File: src/rtl/shift_test_pkg.sv
// ---------------------------------------------------------------------------
// shift_test_pkg
// Shared definitions for the shift-chain test sequencer:
//   - state_t        : sequencer FSM states
//   - PAT_*          : PATTERN_SEL codes
//   - DEFAULT_CNT_W  : default width of the error and pass counters
//   - pattern_bit()  : load/compare pattern bit for a given chain position
// ---------------------------------------------------------------------------
package shift_test_pkg;

  typedef enum logic [2:0] {
    IDLE,
    LOAD,
    HOLD,
    UNLOAD,
    REPORT
  } state_t;

  localparam logic [1:0] PAT_ONES  = 2'b00;
  localparam logic [1:0] PAT_ZEROS = 2'b01;
  localparam logic [1:0] PAT_ALT   = 2'b10;
  localparam logic [1:0] PAT_ALT_N = 2'b11;

  localparam int DEFAULT_CNT_W = 16;

  // Only the LSB of the chain position matters for every pattern, so the
  // caller passes just k[0].
  function automatic logic pattern_bit(input logic [1:0] sel, input logic k_lsb);
    logic b;
    case (sel)
      PAT_ONES:  b = 1'b1;
      PAT_ZEROS: b = 1'b0;
      PAT_ALT:   b = k_lsb;
      default:   b = ~k_lsb;
    endcase
    return b;
  endfunction

endpackage

File: src/rtl/shift_test_sequencer_sat_counter.sv
// ---------------------------------------------------------------------------
// sat_counter
// Synchronous-clear event counter, saturating at all-ones or wrapping.
// Ports:
//   clk, rst_n : clock, asynchronous active-low reset
//   clear      : synchronous clear, wins over inc
//   inc        : count one event this cycle
//   count      : current value (CNT_W bits)
// Parameters:
//   CNT_W      : counter width
//   SATURATE   : 1 = hold at all-ones, 0 = wrap to zero
// ---------------------------------------------------------------------------
module sat_counter
  import shift_test_pkg::*;
#(
  parameter int CNT_W    = DEFAULT_CNT_W,
  parameter bit SATURATE = 1'b1
) (
  input  logic             clk,
  input  logic             rst_n,
  input  logic             clear,
  input  logic             inc,
  output logic [CNT_W-1:0] count
);

  // Count register: clear beats increment; saturating flavour stops at all-ones.
  always_ff @(posedge clk or negedge rst_n) begin
    if (!rst_n) begin
      count <= '0;
    end else if (clear) begin
      count <= '0;
    end else if (inc && (!SATURATE || (count != '1))) begin
      count <= count + CNT_W'(1);
    end
  end

endmodule

File: src/rtl/shift_test_sequencer.sv
// ---------------------------------------------------------------------------
// shift_test_sequencer
// Radiation-style test sequencer for two DUT scan chains: loads a pattern,
// holds it static for a programmable exposure, unloads and compares, and
// counts upsets (SEU) and hold-phase output transients (SET).
// Ports:
//   clk, rst_n              : clock, asynchronous active-low reset
//   run                     : start / keep running passes
//   clr_counts              : synchronous clear of every counter
//   pattern_sel[1:0]        : load pattern, latched when a pass starts
//   hold_cycles[15:0]       : hold length, latched when a pass starts
//   shift_out[1:0]          : tail outputs of DUT chains 0 and 1
//   shift_input[1:0]        : serial inputs of DUT chains 0 and 1
//   shift_en                : shift enable for both DUT chains
//   seu_count0/1            : unload mismatch counters (saturating)
//   set_count0/1            : hold transition counters (saturating)
//   pass_count              : completed passes (wrapping)
//   busy                    : sequencer not idle
//   pass_done               : one-cycle pulse in the report cycle
// Configuration macro:
//   SHIFT_TEST_SET_MON_EN   : when defined, SET monitoring is built in;
//                             otherwise set_count0/1 are tied to zero.
// ---------------------------------------------------------------------------
module shift_test_sequencer
  import shift_test_pkg::*;
#(
  parameter int CHAIN_LEN = 64,
  parameter int CNT_W     = DEFAULT_CNT_W
) (
  input  logic             clk,
  input  logic             rst_n,
  input  logic             run,
  input  logic             clr_counts,
  input  logic [1:0]       pattern_sel,
  input  logic [15:0]      hold_cycles,
  input  logic [1:0]       shift_out,
  output logic [1:0]       shift_input,
  output logic             shift_en,
  output logic [CNT_W-1:0] seu_count0,
  output logic [CNT_W-1:0] seu_count1,
  output logic [CNT_W-1:0] set_count0,
  output logic [CNT_W-1:0] set_count1,
  output logic [CNT_W-1:0] pass_count,
  output logic             busy,
  output logic             pass_done
);

  localparam logic [15:0] LOAD_LAST   = 16'(CHAIN_LEN - 1);
  localparam logic [15:0] UNLOAD_LAST = 16'(CHAIN_LEN);

  state_t      state;
  state_t      next_state;
  logic [15:0] cyc;
  logic [1:0]  pat_q;
  logic [15:0] hold_q;
  logic [1:0]  out_q;
  logic        latch_en;
  logic        exp_bit;
  logic [1:0]  seu_inc;

  // State register plus the in-phase cycle index, restarted on every phase change.
  always_ff @(posedge clk or negedge rst_n) begin
    if (!rst_n) begin
      state <= IDLE;
      cyc   <= '0;
    end else begin
      state <= next_state;
      if ((next_state != state) || (state == IDLE)) begin
        cyc <= '0;
      end else begin
        cyc <= cyc + 16'd1;
      end
    end
  end

  // Pattern and hold length are captured only when a pass starts, so the
  // inputs may change freely while a pass is running.
  always_ff @(posedge clk or negedge rst_n) begin
    if (!rst_n) begin
      pat_q  <= '0;
      hold_q <= '0;
    end else if (latch_en) begin
      pat_q  <= pattern_sel;
      hold_q <= hold_cycles;
    end
  end

  // One retiming stage on the chain tails, running in every state.
  always_ff @(posedge clk or negedge rst_n) begin
    if (!rst_n) begin
      out_q <= '0;
    end else begin
      out_q <= shift_out;
    end
  end

  // Next-state and chain control. run is looked at only in IDLE and REPORT,
  // so dropping it mid-pass lets the pass finish.
  always_comb begin
    next_state  = state;
    latch_en    = 1'b0;
    shift_en    = 1'b0;
    shift_input = 2'b00;
    busy        = (state != IDLE);
    pass_done   = 1'b0;
    unique case (state)
      IDLE: begin
        if (run) begin
          next_state = LOAD;
          latch_en   = 1'b1;
        end
      end
      LOAD: begin
        shift_en    = 1'b1;
        shift_input = {2{pattern_bit(pat_q, cyc[0])}};
        if (cyc == LOAD_LAST) begin
          next_state = (hold_q == 16'd0) ? UNLOAD : HOLD;
        end
      end
      HOLD: begin
        if (cyc == hold_q - 16'd1) begin
          next_state = UNLOAD;
        end
      end
      UNLOAD: begin
        // The final unload cycle only compares the last bit; no shift.
        shift_en = (cyc != UNLOAD_LAST);
        if (cyc == UNLOAD_LAST) begin
          next_state = REPORT;
        end
      end
      REPORT: begin
        pass_done  = 1'b1;
        latch_en   = run;
        next_state = run ? LOAD : IDLE;
      end
      default: next_state = IDLE;
    endcase
  end

  // Unload cycle j compares out_q against pattern bit j-1; (j-1)[0] is ~j[0].
  always_comb begin
    exp_bit = pattern_bit(pat_q, ~cyc[0]);
    seu_inc = 2'b00;
    if ((state == UNLOAD) && (cyc != 16'd0)) begin
      seu_inc = out_q ^ {2{exp_bit}};
    end
  end

  sat_counter #(.CNT_W(CNT_W), .SATURATE(1'b1)) u_seu0 (
    .clk(clk), .rst_n(rst_n), .clear(clr_counts), .inc(seu_inc[0]), .count(seu_count0)
  );

  sat_counter #(.CNT_W(CNT_W), .SATURATE(1'b1)) u_seu1 (
    .clk(clk), .rst_n(rst_n), .clear(clr_counts), .inc(seu_inc[1]), .count(seu_count1)
  );

  sat_counter #(.CNT_W(CNT_W), .SATURATE(1'b0)) u_pass (
    .clk(clk), .rst_n(rst_n), .clear(clr_counts), .inc(pass_done), .count(pass_count)
  );

`ifdef SHIFT_TEST_SET_MON_EN
  logic [1:0] out_prev;
  logic [1:0] set_inc;

  // Previous-cycle copy of out_q for hold-phase transition detection.
  always_ff @(posedge clk or negedge rst_n) begin
    if (!rst_n) begin
      out_prev <= '0;
    end else begin
      out_prev <= out_q;
    end
  end

  // The first hold cycle has no in-hold predecessor, so it never counts.
  assign set_inc = ((state == HOLD) && (cyc != 16'd0)) ? (out_q ^ out_prev) : 2'b00;

  sat_counter #(.CNT_W(CNT_W), .SATURATE(1'b1)) u_set0 (
    .clk(clk), .rst_n(rst_n), .clear(clr_counts), .inc(set_inc[0]), .count(set_count0)
  );

  sat_counter #(.CNT_W(CNT_W), .SATURATE(1'b1)) u_set1 (
    .clk(clk), .rst_n(rst_n), .clear(clr_counts), .inc(set_inc[1]), .count(set_count1)
  );
`else
  assign set_count0 = '0;
  assign set_count1 = '0;
`endif

endmodule

File: config.mk
export PLATFORM = sky130hd
export DESIGN_NAME = shift_test_sequencer
export DESIGN_NICKNAME = d
export VERILOG_FILES = /design/src/rtl/shift_test_pkg.sv /design/src/rtl/shift_test_sequencer_sat_counter.sv /design/src/rtl/shift_test_sequencer.sv
export SDC_FILE = /design/constraint.sdc
export NUM_CORES = 1
export LEC_CHECK = 0
export CELL_PAD_IN_SITES_DETAIL_PLACEMENT = 0
export CELL_PAD_IN_SITES_GLOBAL_PLACEMENT = 2
export CORE_ASPECT_RATIO = 1.4
export CORE_MARGIN = 2
export CORE_UTILIZATION = 30
export CTS_BUF_LIST = sky130_fd_sc_hd__clkbuf_4
export DETAILED_ROUTE_END_ITERATION = 12
export GPL_ROUTABILITY_DRIVEN = 0
export PLACE_DENSITY = 0.75
export REMOVE_ABC_BUFFERS = 1
export SETUP_SLACK_MARGIN = 0.5
export SYNTH_ARGS = -nofsm -noshare
export SYNTH_HDL_FRONTEND = slang
export SYNTH_HIERARCHICAL = 1
export SYNTH_SLANG_ARGS = --single-unit
File: constraint.sdc
create_clock -name clk -period 2.2 [get_ports clk]
set_input_delay 0.33 -clock clk [delete_from_list [all_inputs] [get_ports clk]]
set_output_delay 0.33 -clock clk [all_outputs]
set_load 0.1 [all_outputs]
==> flow_summary.yaml <==
status:
  status: "complete, but fails checks"
  violations: "negative setup slack"
finish:
  stdcell_area_sq_um: 8230
  final_cell_mix: "buf_4 (113), dfrtp_1 (82), buf_6 (46)"
  fillerInstances: 1788
  drive_above_1_share: 0.470
  syn2layout_area_growth_pct: 49.0
  layout_commonest_cell: "buf_4"
  finalNetCount: 783
power_and_ir_drop:
  p_per_area_nw_per_um2: 610
  max-vdd-ir-drop_uv: 740
  power.leakage_nw: 3.48
  power_mw: 5.02
critical_path:
  r2r_cells: 11
  cp_cell_sequence: "inv_2, ha_4, nor4b_4, nand4_1, buf_4, o21ai_2, buf_6, inv_4, buf_12"
  critical_path_class: "flop to output pin"
  crit_fanout: 3
  crit_family: "buffers and inverters"
  slowest_delay_ns: 0.42
  required_ns: 1.87
  startpoint_type: "flop"
  cp-end-kind: "output pin"
  cp_data_arrival_time_ns: 2.01
  cp_num_buf_inv: 5
  worst_path_max_delay_cell: "dfrtp_1"
  crit_cells: 9
sta:
  fin_crit_ns: 2.34
  whs_ns: 0.297
  setup_violations: 28
  setup_slack_ns: -0.137
  hold_violations: 0
  relSlewSlack: 0.495
  finalMaxSlewViolations: 0
  max_freq_ghz: 0.428
  setup_tns_ns: -2.18
  clock_skew_ns: 0.0324
  fin_crit_sh: 1.06
  tightest_slew_ns: 0.758
  rsz0062_at_grt: "yes"
die:
  row_count: 58
  dieArea_sq_um: 19500
  fp.dieH_microns: 165
  initial_core_util: 0.307
  ioPinCount: 109
  die_w_microns: 119
  core_area_sq_um: 18000
clock_network:
  cts_buffer_depth: 2
  cts_tree: "built"
  htreeDepth: 3
  insertion_delay_ns: 0.49
  clk_pin_slew_ns: 0.13
  cts_buffers: 9
  cts.sinks: 87
  cts-root-buf: "clkbuf_4"
global_routing:
  grt_max_degree: 59
  track_usage: 0.159
  grt_pass1_wl_microns: 25200
  antenna_found_initial: 1
  grt_pass1_vias: 5071
  grt.overflow.total: 0
logic_synthesis:
  muxShareOfSynthArea: 0.0573
  synth_cell_types: 61
  synth_ff_type: "dfrtp_1"
  synth_xor_area_frac: 0.0761
  synth.cell_area_sq_um: 5520
  async_reset_ff_frac: 1.00
  ys_seq_area_frac: 0.394
  syn_inst: 578
  synth_compound_gate_area_share: 0.114
  syn_area_per_cell_sq_um: 9.56
  synth-seq-cells: 87
  synthSimpleGateAreaFrac: 0.255
  synth_top_family_by_area: "simple AND/OR/NAND/NOR gates"
  synthAdderAreaFrac: 0.0136
  yosysWarningCount: 6
  synth_edf_count: 0
run:
  drv_cap: 0
drt:
  drc: 0
  ant_nets: 0
  vias: 4954
  detail_route.vias_per_cell: 4.96
  dr.pass1.iters: 4
  wl_per_cell_microns: 15.7
  routed_wl_microns: 15700
  first_iter_violations: 191
place:
  pre_cts_ws_ns: -0.156
  io_buffers: 76
  place_area_sq_um: 6710
  dp_hpwl_microns: 10600
min_path:
  min_path_type: "input port to flop"
  min_path_cells: 1
==> state kept, by name, summed over array words and instances, names as in the netlist <==
| name | cells |
|---|---|
| cyc | 16 |
| pat_q | 2 |
| u_seu1/count | 16 |
| out_q | 2 |
| state | 3 |
| hold_q | 16 |
| u_pass/count | 16 |
| u_seu0/count | 16 |
==> cells by family after synthesis <==
| group | Yosys count |
|---|---|
| flip-flops | 87 |
| multiplexers | 28 |
| buffers and inverters | 79 |
| AND/OR/NAND/NOR | 234 |
| other | 1 |
| adder cells (fa/ha/maj) | 6 |
| XOR/XNOR | 48 |
| AO/OA/AOI/OAI | 95 |
==> stage by stage <==
stage | utilization | std cells
after floorplan | - | 545
after detailed placement | 0.373 | 924
final | 0.457 | 999
after global placement | 0.373 | 924
after CTS | 0.427 | 976
after global routing | 0.457 | 999
==> power by group <==
group | total [mW] | internal (mW) | leakage, nW | switching, mW
Clock | 0.845 | 0.232 | 0.0576 | 0.613
Combinational | 2.21 | 0.963 | 2.27 | 1.25
Sequential | 1.97 | 1.77 | 1.15 | 0.202
==> area by class of cell <==
class | count | area [sq um] | area share
tap | 240 | 300 | 0.0365
inverter | 15 | 83.8 | 0.0102
clock buffer | 9 | 67.6 | 0.00821
multi-input combinational | 443 | 3660 | 0.445
antenna | 1 | 2.50 | 0.000304
sequential | 87 | 2180 | 0.265
clock inverter | 7 | 48.8 | 0.00593
timing repair buffer | 195 | 1860 | 0.227
timing repair inverter | 2 | 18.8 | 0.00228
==> cell usage after synthesis, types with 4 or more instances <==
cell type,count,share of area
a21oi_1,44,0.040
and3_1,9,0.010
and4_2,4,0.0072
buf_4,35,0.048
buf_6,8,0.016
clkbuf_1,20,0.014
dfrtp_1,87,0.39
ha_1,6,0.014
inv_1,15,0.010
mux2_1,9,0.018
mux2_2,16,0.033
nand2_1,45,0.031
nand3_1,16,0.014
nand3b_1,4,0.0054
nand4_1,23,0.026
nor2_1,39,0.027
nor2b_1,12,0.014
nor3_1,13,0.012
nor3b_1,4,0.0054
nor4_1,14,0.016
nor4_2,4,0.0091
o21ai_0,10,0.0091
o21ai_1,7,0.0063
o31ai_1,16,0.022
or3_1,8,0.0091
or4_1,10,0.014
or4_2,4,0.0063
xnor2_1,30,0.048
xor2_1,18,0.029
==> worst paths after layout <==
path | from | end | slack (ns)
worst max-delay path | cyc[1]$_DFF_PN0_ | shift_en | -0.14
max in group asynchronous | rst_n | out_q[0]$_DFF_PN0_ | 1.11
worst min register to register | hold_q[15]$_DFFE_PN0P_ | hold_q[15]$_DFFE_PN0P_ | 0.57
min in group asynchronous | rst_n | u_seu1/count[10]$_DFFE_PN0P_ | 0.39
worst max register to register | hold_q[0]$_DFFE_PN0P_ | cyc[10]$_DFF_PN0_ | -0.12
worst min-delay path | shift_out[1] | out_q[1]$_DFF_PN0_ | 0.30
==> timing repair <==
| action | CTS | global route |
|---|---|---|
| hold buffers | 1 | 0 |
| buffers inserted | 32 | 21 |
| endpoints found under the hold margin | 43 | 0 |
| resized for setup | 133 | 78 |
| cloned | 3 | 1 |
| endpoints found under the setup margin | 66 | 76 |
| pin swaps | 61 | 40 |
==> layer usage <==
| metal | track usage | vias to the layer above | routed length [microns] |
|---|---|---|---|
| met5 | 0 | - | 0 |
| met4 | 0.0611 | 0 | 255 |
| met3 | 0.0204 | 15 | 494 |
| met2 | 0.294 | 104 | 8530 |
| met1 | 0.187 | 2466 | 6390 |
| li1 | - | 2369 | - |
No activity file was read; power rests on OpenSTA's default activity.
